--- src/rtl/spike_rate_decoder.sv ---
// spike_rate_decoder: counts spikes over back-to-back windows and hands the
// per-window count to a valid/ready consumer, dropping results it cannot hold.
module spike_rate_decoder #(
  parameter int n_stage = 2,
  parameter int win_w = 8
) (
  input  logic               clk,
  input  logic               rst_n,
  input  logic               en,
  input  logic               is_spike,
  input  logic [win_w-1:0]   window_len,
  output logic [n_stage+1:0] rate,
  output logic               rate_valid,
  input  logic               rate_ready,
  output logic               saturated,
  output logic               dropped
);
  localparam int cw = n_stage + 2;
  typedef enum logic {idle, count} state_t;
  state_t state;
  logic [win_w-1:0] len, cyc, eff_len;
  logic [cw-1:0] spk, sum;
  logic sat, clip, last, done, load, hs;
  always_comb begin
    clip = (spk == '1) && is_spike;
    sum = clip ? spk : spk + cw'(is_spike);
    last = cyc == len - win_w'(1);
    eff_len = (window_len == '0) ? win_w'(1) : window_len;
    done = (state == count) && en && last;
    hs = rate_valid && rate_ready;
    load = done && (!rate_valid || rate_ready);
  end
  // Any window boundary (entry, exit, or last cycle) restarts both counters.
  always_ff @(posedge clk) begin
    if (!rst_n) begin
      state <= idle;
      len <= '0;
      cyc <= '0;
      spk <= '0;
      sat <= 1'b0;
      rate <= '0;
      rate_valid <= 1'b0;
      saturated <= 1'b0;
      dropped <= 1'b0;
    end else begin
      dropped <= done && !load;
      if (load) begin
        rate <= sum;
        saturated <= sat || clip;
        rate_valid <= 1'b1;
      end else if (hs) rate_valid <= 1'b0;
      state <= en ? count : idle;
      if (state == idle || !en || last) begin
        cyc <= '0;
        spk <= '0;
        sat <= 1'b0;
        if (en) len <= eff_len;
      end else begin
        cyc <= cyc + win_w'(1);
        spk <= sum;
        sat <= sat || clip;
      end
    end
  end
endmodule
--- config.mk ---
export PLATFORM = sky130hd
export DESIGN_NAME = spike_rate_decoder
export DESIGN_NICKNAME = d
export VERILOG_FILES = /design/src/rtl/spike_rate_decoder.sv
export SDC_FILE = /design/constraint.sdc
export NUM_CORES = 1
export LEC_CHECK = 0
export CAP_MARGIN = 20
export CORE_MARGIN = 4
export CORE_UTILIZATION = 40
export DETAILED_ROUTE_END_ITERATION = 7
export DONT_BUFFER_PORTS = 1
export HOLD_SLACK_MARGIN = 0.1
export PLACE_DENSITY = 0.54
export SETUP_SLACK_MARGIN = 0.15
export SYNTH_ARGS = -nofsm -noshare
export SYNTH_HDL_FRONTEND = slang
export SYNTH_SLANG_ARGS = --single-unit
--- constraint.sdc ---
create_clock -name clk -period 3.3 [get_ports clk]
set_input_delay 0.495 -clock clk [delete_from_list [all_inputs] [get_ports clk]]
set_output_delay 0.495 -clock clk [all_outputs]
set_load 0.01 [all_outputs]
After elaboration in Yosys (flattened, before gate mapping)
Cells that the tools add are included.
Widths: inputs -> output; s select.

storage, ports and cells
  register bits = 29
  input port bits = 13
  output and inout port bits = 7
  logic and storage cells = 38

operators by class
  $add $sub $neg = 3
  eq/ne operators = 2
  muxes and demuxes = 5
  bitwise operators = 2
  reductions and logical operators = 17

operators by type and width
  kind                 count
  $add 8x1->8 const B  1
  $eq 8x8->1           1
  $logic_not 8->1      1
  $mux 8               1
  $sub 8x1->8 const B  1
  $logic_and 1x1->1    6
  $add 4x1->4          1
  $eq 4x4->1 const B   1
  $logic_or 1x1->1     4
  $mux 4               1
  $logic_not 1->1      3
  $mux 1               3
  $not 1->1            2
  $reduce_and 2->1     1
  $reduce_bool 2->1    1
  $reduce_or 2->1      1

Longest topological paths before layout
Gate-level depths: netlist of the first run.

  depth after elaboration = 6
  mapped depth = 9
  gate-level depth less buffers = 8

Least setup slack after synthesis of the first run
OpenSTA, ideal clock, no wires.

  path type = reg-to-reg
  start = register len[0]
  end = register cyc[2]
  setup time = 0.117 ns
  data arrival time = 2.545 ns
  required time = 3.183 ns
  slack = 0.638 ns
  cell stages (with the launch flop) = 10
  buffers on the path = 1
  period minus slack after synthesis = 2.662 ns
  cells stage by stage = dfxtp_1 -> inv_1 -> ha_1 -> or3b_4 -> or4_1 -> a2111o_1 -> a211oi_1 -> nand2b_1 -> buf_2 -> nor2_1

on the way
  word-level cells in the longest chain between the ends = 4

RTL lines
  what                              RTL line  RTL
  start: declaration                21        logic [win_w-1:0] len, cyc, eff_len;
  start signal: assignment          57        if (en) len <= eff_len;
  $sub 8x1->8                       27        last = cyc == len - win_w'(1);
  $eq 8x8->1                        27
  $logic_or 1x1->1                  53        if (state == idle || !en || last) begin
  $reduce_or 2->1 (no source line)  -
  end signal: assignment            59        cyc <= cyc + win_w'(1);
  end: declaration                  21

Every way passes these cells.
A chain may end at the register's enable or synchronous reset.

Worst setup path after layout of the first run
  start = register len[0]
  end = register rate[2]

on the way
  word-level cells in the longest chain between the ends = 4

RTL lines
  what                    RTL line  RTL
  $sub 8x1->8             27
  $eq 8x8->1              27
  $logic_and 1x1->1       29        done = (state == count) && en && last;
  $logic_and 1x1->1       31        load = done && (!rate_valid || rate_ready);
  end signal: assignment  48        rate <= sum;
  end: declaration        12        output logic [n_stage+1:0] rate,

Every way passes these cells.

==> results of run 1 <==
-- cell type report --
cell class	count	area, um2	area share (%)
multi-input cells	115	768.2	51.64
inverters	5	18.77	1.262
clock buffers	5	37.54	2.523
flip-flops and latches	29	580.6	39.02
clock inverters	3	17.52	1.177
repair buffers	1	7.507	0.5046
well taps	46	57.56	3.869
-- routing by layer --
metal / routed length [um] / global-route usage (%) / up-vias
li1: - / - / 537
met1: 1170 / 15.09 / 457
met2: 1096 / 20.49 / 25
met3: 160 / 4.659 / 6
met4: 50 / 6.835 / 0
met5: 0 / 0 / -
-- state kept, by name, summed over array words and instances (netlist names) --
register	flops
spk	4
sat	1
state	1
saturated	1
rate	4
rate_valid	1
dropped	1
len	8
cyc	8
-- stage by stage --
step | setup slack, ns | power, mW
5_1_grt | 0.2247 | 0.6661
3_5_place_dp | 0.3380 | 0.4369
4_1_cts | 0.3102 | 0.6467
3_3_place_gp | 0.4049 | 0.4344
6_report | 0.4309 | 0.6355
2_1_floorplan | 0.6381 | 0.4288
-- synth_stat cells (all sizes together) --
cell	n	area, um2
a2111o	1	11.26
a2111oi	1	27.53
a211oi	1	7.510
a21oi	5	25.02
a311oi	6	58.80
and2	2	12.51
and3	3	18.77
and3b	1	8.760
buf	3	23.77
clkbuf	2	7.510
dfxtp	29	580.6
ha	4	50.05
inv	5	18.77
mux2i	8	80.08
nand2	18	67.56
nand2b	2	12.51
nand3	7	35.03
nor2	24	90.09
nor2b	2	12.51
nor3	2	10.01
nor4	1	6.260
nor4bb	1	10.01
o21ai	2	13.76
o221a	1	11.26
o31ai	1	7.510
or3b	1	11.26
or4	3	22.52
xnor2	12	105.1
xor2	6	52.55
-- kinds of logic after synthesis --
logic type               count (synthesis)
flip-flops                              29
AO/OA/AOI/OAI                           18
buffers and inverters                   10
AND/OR/NAND/NOR                         67
adder cells (fa/ha/maj)                  4
multiplexers                             8
XOR/XNOR                                18
-- power groups by stage --
stage | registers [mW] | clock network, mW | logic (mW)
after detailed placement | 0.374 | 0 | 0.0624
after global routing | 0.368 | 0.230 | 0.0690
after floorplan | 0.372 | 0 | 0.0569
final | 0.366 | 0.208 | 0.0614
after global placement | 0.374 | 0 | 0.0605
after CTS | 0.366 | 0.218 | 0.0625
-- worst paths after layout --
kind | from | to | slack (ns) | cells after the start
worst max register to register | len[0] | rate[2] | 0.43 | 8
worst min-delay path | en | state | 0.28 | 1
worst max-delay path | len[0] | rate[2] | 0.43 | 8
worst min register to register | sat | sat | 0.47 | 2
==> metrics.yaml, run 1 <==
run_status:
  status: "completed"
floorplan:
  die_area_um2: 4507
  die_w_um: 67.14
  die_h_um: 67.14
  initial_utilization_pct: 41.59
  core-area_um2: 3363
  ios: 20
  std_cell_rows: 21
timing:
  rsz0062_at_grt: "false"
  clock.fmax_mhz: 348.5
  hold_viol: 0
  slew_violations: 0
  period_minus_slack_ns: 2.869
  finalCritPeriodShare_pct: 86.94
  setup_violations: 0
  slew_headroom_pct: 58.99
  clock-skew-final_ns: 0.01146
  worst_hold_slack_ns: 0.2813
  tns_ns: 0
  worst_pin_slew_ns: 0.6152
power:
  p_seq_share_pct: 57.6
  clockPowerShare_pct: 32.7
  p_sw_mw: 0.1676
  p_per_area_nw_per_um2: 427.2
  peakVddDrop_mv: 0.2294
  p_int_mw: 0.4680
  switching_share_pct: 26.36
  power_frac_comb_pct: 9.7
  leakage_nw: 0.5469
logic_synthesis:
  synth_top_family_by_area: "simple AND/OR/NAND/NOR gates"
  synth.avg_cell_area_um2: 9.083
  seq_area_frac_synth_pct: 41.50
  yosys.area_share.simple_pct: 22.72
  synth_compound_area_share_pct: 11.63
  synthAdderAreaFrac_pct: 3.578
  ys.warnings.count: 0
  synth.mux.area_fraction_pct: 5.725
  ys_types: 33
  synth_fp_nets: 171
  synth_xor_area_share_pct: 11.27
  ys_seq_elements: 29
  syn_inst: 154
  syn-cell-area_um2: 1399
cells_and_area:
  layout-drive-gt1-share_pct: 8.861
  final_nets: 174
  layout.cells.non_filler: 204
  final_area_um2: 1488
  mostFrequentLayoutCell: "dfxtp_1"
  areaGrowthSynthToFinish_pct: 6.351
  utilization_pct: 44.23
  diodes: 0
  mostFrequentLayoutCells: "dfxtp_1 (29), nor2_1 (24), nand2_1 (18)"
  fill_cells: 368
drt:
  detail-route-antenna-nets: 0
  first_iter_violations: 29
  first_pass_iters: 3
  wl_per_cell_um: 12.14
  wl_um: 2477
  vias: 1025
  viasPerCell: 5.025
  drc_errors: 0
place:
  post-dp-hpwl_um: 1926
  post_dp_cell_area_um2: 1433
  place.gp.congestion: 0.7255
  placedCellCount: 196
  port_buffers: 0
grt:
  antenna_found_initial: 0
  grt_pass1_wl_um: 4347
  grt_pass1_vias: 1014
  gr-usage-all-layers_pct: 12.88
  grt.overflow.total: 0
  grt_max_degree: 19
clock_tree:
  clkTransAtPathRegs_ns: 0.10
  hold_buffers: 0
  cts_resized: 0
  root_buffer: "clkbuf_4"
  post_cts.repair.setup_buffers: 0
  cts_buffers: 5
  htree_levels: 2
  cts_sinks: 29
  tritoncts: "done"
  worstSkewPairLatency_ns: 0.33
  clock_path_buffers: 2
setup_path:
  critPathBufInv: 1
  critPathLaunchType: "flip-flop"
  critPathMaxFanout: 11
  critical_path_required_ns: 3.54
  crit_slowest_cell: "a2111oi_4"
  endpoint_kind: "flip-flop"
  path_cells: "inv_1 > ha_1 > or3b_4 > or4_1 > a2111o_1 > a2111oi_4 > a21oi_1 > a311oi_1"
  critPathKind: "flip-flop to flip-flop"
  cpPeakStageDelay_ns: 0.50
  critPathArrivalTime_ns: 3.11
  path_delay_family: "compound AO/OA/AOI/OAI gates"
flow_run:
  maxCapViolations: 0
hold_path:
  worstHoldPathType: "input pin to flip-flop"
(Power assumes the default switching activity.)
==> inputs of run 2 (changes only) <==
--- a/config.mk
+++ b/config.mk
@@ -10,6 +10,7 @@
 export CORE_UTILIZATION = 40
 export DETAILED_ROUTE_END_ITERATION = 7
 export DONT_BUFFER_PORTS = 1
+export GPL_TIMING_DRIVEN = 0
 export HOLD_SLACK_MARGIN = 0.1
 export PLACE_DENSITY = 0.54
 export SETUP_SLACK_MARGIN = 0.15
==> run 2 against run 1 <==
Compared with the run above:
- sequential share of layout area fell by 1.9 points
- largest cell class unchanged
- highest routed layer unchanged
- clock-buffer cell count did not move
- critical endpoint unchanged
- critical path type unchanged
- clock skew rose by 0.0030 ns
- final cell count rose by 2.0%
==> metrics.yaml, run 2 (synthesized netlist as in run 1, its figures left out) <==
setup_path:
  path_delay_family: "compound AO/OA/AOI/OAI gates"
  critPathArrivalTime_ns: 3.11  # about the same
  critPathLaunchType: "flip-flop"
  cpPeakStageDelay_ns: 0.50  # about the same
  crit_slowest_cell: "a2111o_1"
  endpoint_kind: "flip-flop"
  critPathBufInv: 2  # +1
  path_cells: "inv_1 > ha_1 > or3b_4 > or4_1 > a2111o_1 > a2111oi_4 > buf_6 > a21oi_1 > a311oi_1"
  critPathMaxFanout: 10  # -1
  critPathKind: "flip-flop to flip-flop"
  critical_path_required_ns: 3.54  # about the same
timing:
  slew_headroom_pct: 64.37  # +5.4 points
  hold_viol: 0  # unchanged
  clock-skew-final_ns: 0.01444  # +0.002983 ns
  period_minus_slack_ns: 2.870  # +0.0005000 ns
  setup_violations: 0  # unchanged
  clock.fmax_mhz: 348.5  # about the same
  worst_pin_slew_ns: 0.5344  # -0.08084 ns
  slew_violations: 0  # unchanged
  worst_hold_slack_ns: 0.2890  # +0.007687 ns
  tns_ns: 0  # unchanged
  finalCritPeriodShare_pct: 86.96  # about the same
  finalWorstSetupSlack_ns: 0.4304  # -0.0005000 ns
  rsz0062_at_grt: "false"
drt:
  drc_errors: 0  # unchanged
  detail-route-antenna-nets: 0  # unchanged
  wl_um: 2557  # +3.2%
  first_iter_violations: 30  # +3.4%
  vias: 1080  # +5.4%
  first_pass_iters: 4  # +1
  viasPerCell: 5.192  # +3.3%
  wl_per_cell_um: 12.29  # +1.2%
clock_tree:
  clkTransAtPathRegs_ns: 0.10  # about the same
  htree_levels: 2  # unchanged
  tritoncts: "done"
  root_buffer: "clkbuf_4"
  clock_path_buffers: 2  # unchanged
  cts_buffers: 5  # unchanged
  worstSkewPairLatency_ns: 0.33  # about the same
  post_cts.repair.setup_buffers: 0  # unchanged
  cts_sinks: 29  # unchanged
cells_and_area:
  mostFrequentLayoutCells: "dfxtp_1 (29), nor2_1 (24), nand2_1 (18)"
  mostFrequentLayoutCell: "dfxtp_1"
  utilization_pct: 46.50  # +2.3 points
  final_nets: 178  # +2.3%
  areaGrowthSynthToFinish_pct: 11.81
  diodes: 0  # unchanged
  fill_cells: 370  # +0.54%
  layout-drive-gt1-share_pct: 10.49  # +1.6 points
  reg_top3: "cyc x8, len x8"
floorplan:
  initial_utilization_pct: 41.59  # unchanged
  ios: 20  # unchanged
  die_h_um: 67.14  # unchanged
  die_w_um: 67.14  # unchanged
  core-area_um2: 3363  # unchanged
  std_cell_rows: 21  # unchanged
  die_area_um2: 4507  # unchanged
run_status:
  status: "completed"
grt:
  grt_pass1_wl_um: 4402  # +1.3%
  grt.overflow.total: 0  # unchanged
  grt_max_degree: 11  # -8
  grt_pass1_vias: 987  # -2.7%
  antenna_found_initial: 0  # unchanged
  gr-usage-all-layers_pct: 13.33  # +0.45 points
place:
  post-dp-hpwl_um: 1984  # +3.0%
  place.gp.congestion: 0.7252  # about the same
  pre_cts_ws_ns: 0.2915  # -0.04656 ns
  port_buffers: 0  # unchanged
power:
  p_per_area_nw_per_um2: 507.8  # +19%
  leakage_nw: 0.5810  # +6.2%
  peakVddDrop_mv: 0.2522  # +9.9%
hold_path:
  worstHoldPathType: "input pin to flip-flop"
flow_run:
  maxCapViolations: 0  # unchanged
-- run 2: area by class of cell --
type                    instances  area (um2)  share of cell area (%)
plain buffers                   5       31.28                   2.000
clock buffers                   5       37.54                   2.400
clock inverters                 3       65.06                   4.160
inverters                       5       18.77                   1.200
multi-input cells             115       773.2                   49.44
flip-flops and latches         29       580.6                   37.12
well taps                      46       57.56                   3.680
-- run 2: routing by layer --
layer / GRT usage [%] / vias up / wire length [um]
li1: - / 549 / -
met2: 20.98 / 28 / 1175
met5: 0 / - / 0
met1: 15.48 / 496 / 1169
met4: 6.076 / 0 / 48
met3: 5.990 / 7 / 163
-- run 2: timing repair --
item | in CTS | in global routing
hold buffers | 0 | 0
endpoints found under the setup margin | 0 | 10
gates resized for setup | 0 | 1
-- run 2: final timing paths --
check                           cells past startpoint  slack (ns)  startpoint      end
worst min-delay path                                1        0.29          en    state
worst max register to register                      9        0.43      len[0]  rate[2]
worst max-delay path                                9        0.43      len[0]  rate[2]
worst min register to register                      2        0.48         sat      sat
-- run 2: through the flow --
| step | cells | total power [mW] | area, um2 |
|---|---|---|---|
| 2_1_floorplan | 154 | 0.4288 | 1399 |
| 3_3_place_gp | 200 | 0.4379 | 1456 |
| 3_5_place_dp | 200 | 0.4403 | 1456 |
| 4_1_cts | 208 | 0.8018 | 1559 |
| 5_1_grt | 208 | 0.8300 | 1564 |
| 6_report | 208 | 0.7942 | 1564 |
-- run 2: power by group --
| part | switching, mW | internal, mW |
|---|---|---|
| clock | 0.127 | 0.235 |
| sequential | 0.00901 | 0.357 |
| combinational | 0.0350 | 0.0311 |
==> inputs of run 3 (changes only) <==
--- a/config.mk
+++ b/config.mk
@@ -6,7 +6,6 @@
 export NUM_CORES = 1
 export LEC_CHECK = 0
 export CAP_MARGIN = 20
-export CORE_MARGIN = 4
 export CORE_UTILIZATION = 40
 export DETAILED_ROUTE_END_ITERATION = 7
 export DONT_BUFFER_PORTS = 1
@@ -14,6 +13,7 @@
 export HOLD_SLACK_MARGIN = 0.1
 export PLACE_DENSITY = 0.54
 export SETUP_SLACK_MARGIN = 0.15
+export SKIP_CTS_REPAIR_TIMING = 1
 export SYNTH_ARGS = -nofsm -noshare
 export SYNTH_HDL_FRONTEND = slang
 export SYNTH_SLANG_ARGS = --single-unit
==> constraint.sdc (replaced) <==
create_clock -name clk -period 3 [get_ports clk]
set_input_delay 0.45 -clock clk [delete_from_list [all_inputs] [get_ports clk]]
set_output_delay 0.45 -clock clk [all_outputs]
set_load 0.01 [all_outputs]
==> run 3 against run 2 <==
Compared with the run above:
- final cell count is 0.96% higher
- worst setup slack worse by 0.14 ns
- via count is 1.7% lower
- global-route usage is 2.9 points higher
- sequential power is 10% higher
- highest routed layer unchanged
- fmax is 5.8% higher
- die area is 17% lower
- combinational power is 12% higher
==> metrics.yaml, run 3 (synthesized netlist as in run 1, its figures left out) <==
timing:
  clock-skew-final_ns: 0.005439  # -0.009002 ns
  rsz0062_at_grt: "false"
  finalCritPeriodShare_pct: 90.44  # +3.5 points
  worst_pin_slew_ns: 0.5412  # +0.006806 ns
  slew_headroom_pct: 63.92  # -0.45 points
  tns_ns: 0  # unchanged
  setup_violations: 0  # unchanged
  period_minus_slack_ns: 2.713  # -0.1566 ns
  hold_viol: 0  # unchanged
  slew_violations: 0  # unchanged
  worst_hold_slack_ns: 0.2406  # -0.04843 ns
  clock.fmax_mhz: 368.6  # +5.8%
setup_path:
  r2r-end: "rate[2]"
  critPathArrivalTime_ns: 2.95  # -0.16 ns
  reg2reg_from: "len[0]"
  critical_path_required_ns: 3.24  # -0.30 ns
  r2r_cells: 9  # unchanged
  rrSetupSlack_ns: 0.29  # -0.14 ns
  critPathMaxFanout: 5  # -5
  critPathKind: "flip-flop to flip-flop"
  critPathLaunchType: "flip-flop"
  endpoint_kind: "flip-flop"
cells_and_area:
  utilization_pct: 46.61  # +0.10 points
  diodes: 0  # unchanged
  layout-drive-gt1-share_pct: 12.80  # +2.3 points
  final_area_um2: 1555  # -0.56%
  layout.cells.non_filler: 210  # +0.96%
  mostFrequentLayoutCells: "dfxtp_1 (28), nor2_1 (24), nand2_1 (18)"
  final_nets: 180  # +1.1%
  areaGrowthSynthToFinish_pct: 11.18
  reg_top3: "cyc x8, len x8"
  mostFrequentLayoutCell: "dfxtp_1"
  fill_cells: 362  # -2.2%
clock_tree:
  clock_path_buffers: 2  # unchanged
  cts_buffers: 5  # unchanged
  root_buffer: "clkbuf_4"
  htree_levels: 2  # unchanged
  worstSkewPairLatency_ns: 0.32  # about the same
  tritoncts: "done"
  cts_sinks: 29  # unchanged
  clkTransAtPathRegs_ns: 0.09  # about the same
grt:
  grt.overflow.total: 0  # unchanged
  grt_max_degree: 11  # unchanged
  grt_pass1_vias: 1032  # +4.6%
  antenna_found_initial: 0  # unchanged
  grt_pass1_wl_um: 4374  # -0.64%
  gr-usage-all-layers_pct: 16.27  # +2.9 points
floorplan:
  initial_utilization_pct: 41.92  # +0.33 points
  die_w_um: 61.14  # -8.9%
  ios: 20  # unchanged
  std_cell_rows: 21  # unchanged
  die_area_um2: 3737  # -17%
  die_h_um: 61.14  # -8.9%
  core-area_um2: 3337  # -0.78%
place:
  port_buffers: 0  # unchanged
  post-dp-hpwl_um: 1896  # -4.4%
  place.gp.congestion: 0.7376  # +1.7%
  placedCellCount: 200  # unchanged
  post_dp_cell_area_um2: 1456  # unchanged
drt:
  detail-route-antenna-nets: 0  # unchanged
  wl_um: 2572  # +0.59%
  viasPerCell: 5.057  # -2.6%
  wl_per_cell_um: 12.25  # -0.37%
  dr_wl_met2_um: 1222  # +4.0%
  met3_length_um: 122  # -25%
  met1_length_um: 1189  # +1.7%
  dr.max_layer_used: "met4"
  first_iter_violations: 34  # +13%
  vias: 1062  # -1.7%
  drc_errors: 0  # unchanged
  first_pass_iters: 4  # unchanged
flow_run:
  maxCapViolations: 0  # unchanged
hold_path:
  hp-start: "en"
  worstHoldPathType: "input pin to flip-flop"
  whs_path_depth: 1  # unchanged
  holdPathEnd: "state"
run_status:
  status: "completed"
power:
  p_per_area_nw_per_um2: 482.9  # -4.9%
  leakage_nw: 0.5826  # +0.27%
  peakVddDrop_mv: 0.2797  # +11%
-- run 3: critical path, stage by stage (launching register included) --
cell,delay (ns)
dfxtp_2,0.35
inv_1,0.06
ha_1,0.18
or3b_4,0.40
or4_1,0.41
a2111o_1,0.45
a2111oi_4,0.31
buf_6,0.17
a21oi_1,0.06
a311oi_1,0.24
-- run 3: power breakdown --
part	internal, mW	switching, mW	leakage (nW)	total (mW)
clock	0.136	0.138	0.0413	0.274
combinational	0.0347	0.0391	0.306	0.0738
sequential	0.393	0.0103	0.236	0.403
total	0.564	0.187	0.583	0.751
-- run 3: routing by layer --
| metal | GRT usage, % | vias up |
|---|---|---|
| li1 | - | 546 |
| met1 | 18.57 | 493 |
| met3 | 6.723 | 4 |
| met5 | 0 | - |
| met2 | 27.33 | 19 |
| met4 | 5.844 | 0 |
-- run 3: cell type report --
cell class	instances	area [um2]	area share, %
multi-input combinational	115	780.7	50.20
sequential	29	581.8	37.41
clock buffer	7	65.06	4.183
tap	46	57.56	3.701
buffer	5	33.78	2.172
inverter	5	18.77	1.207
timing repair buffer	2	12.51	0.8045
clock inverter	1	5.005	0.3218
-- run 3: through the flow --
step	setup slack, ns	power (mW)
floorplan	0.3381	0.4717
global placement	0.02580	0.4819
detailed placement	0.005490	0.4849
CTS	0.0006741	0.7597
global route	0.1510	0.7937
finish	0.2869	0.7510
-- run 3: how the worst max path moves through the flow --
stage               endpoint   start  slack, ns  depth (start not counted)
floorplan             cyc[2]  len[0]       0.34                          9
global placement      spk[3]  len[0]       0.03                          9
detailed placement    spk[3]  len[0]      0.005                          9
CTS                   cyc[4]  len[0]     0.0007                          9
global route          cyc[2]  len[0]       0.15                          9
finish               rate[2]  len[0]       0.29                          9
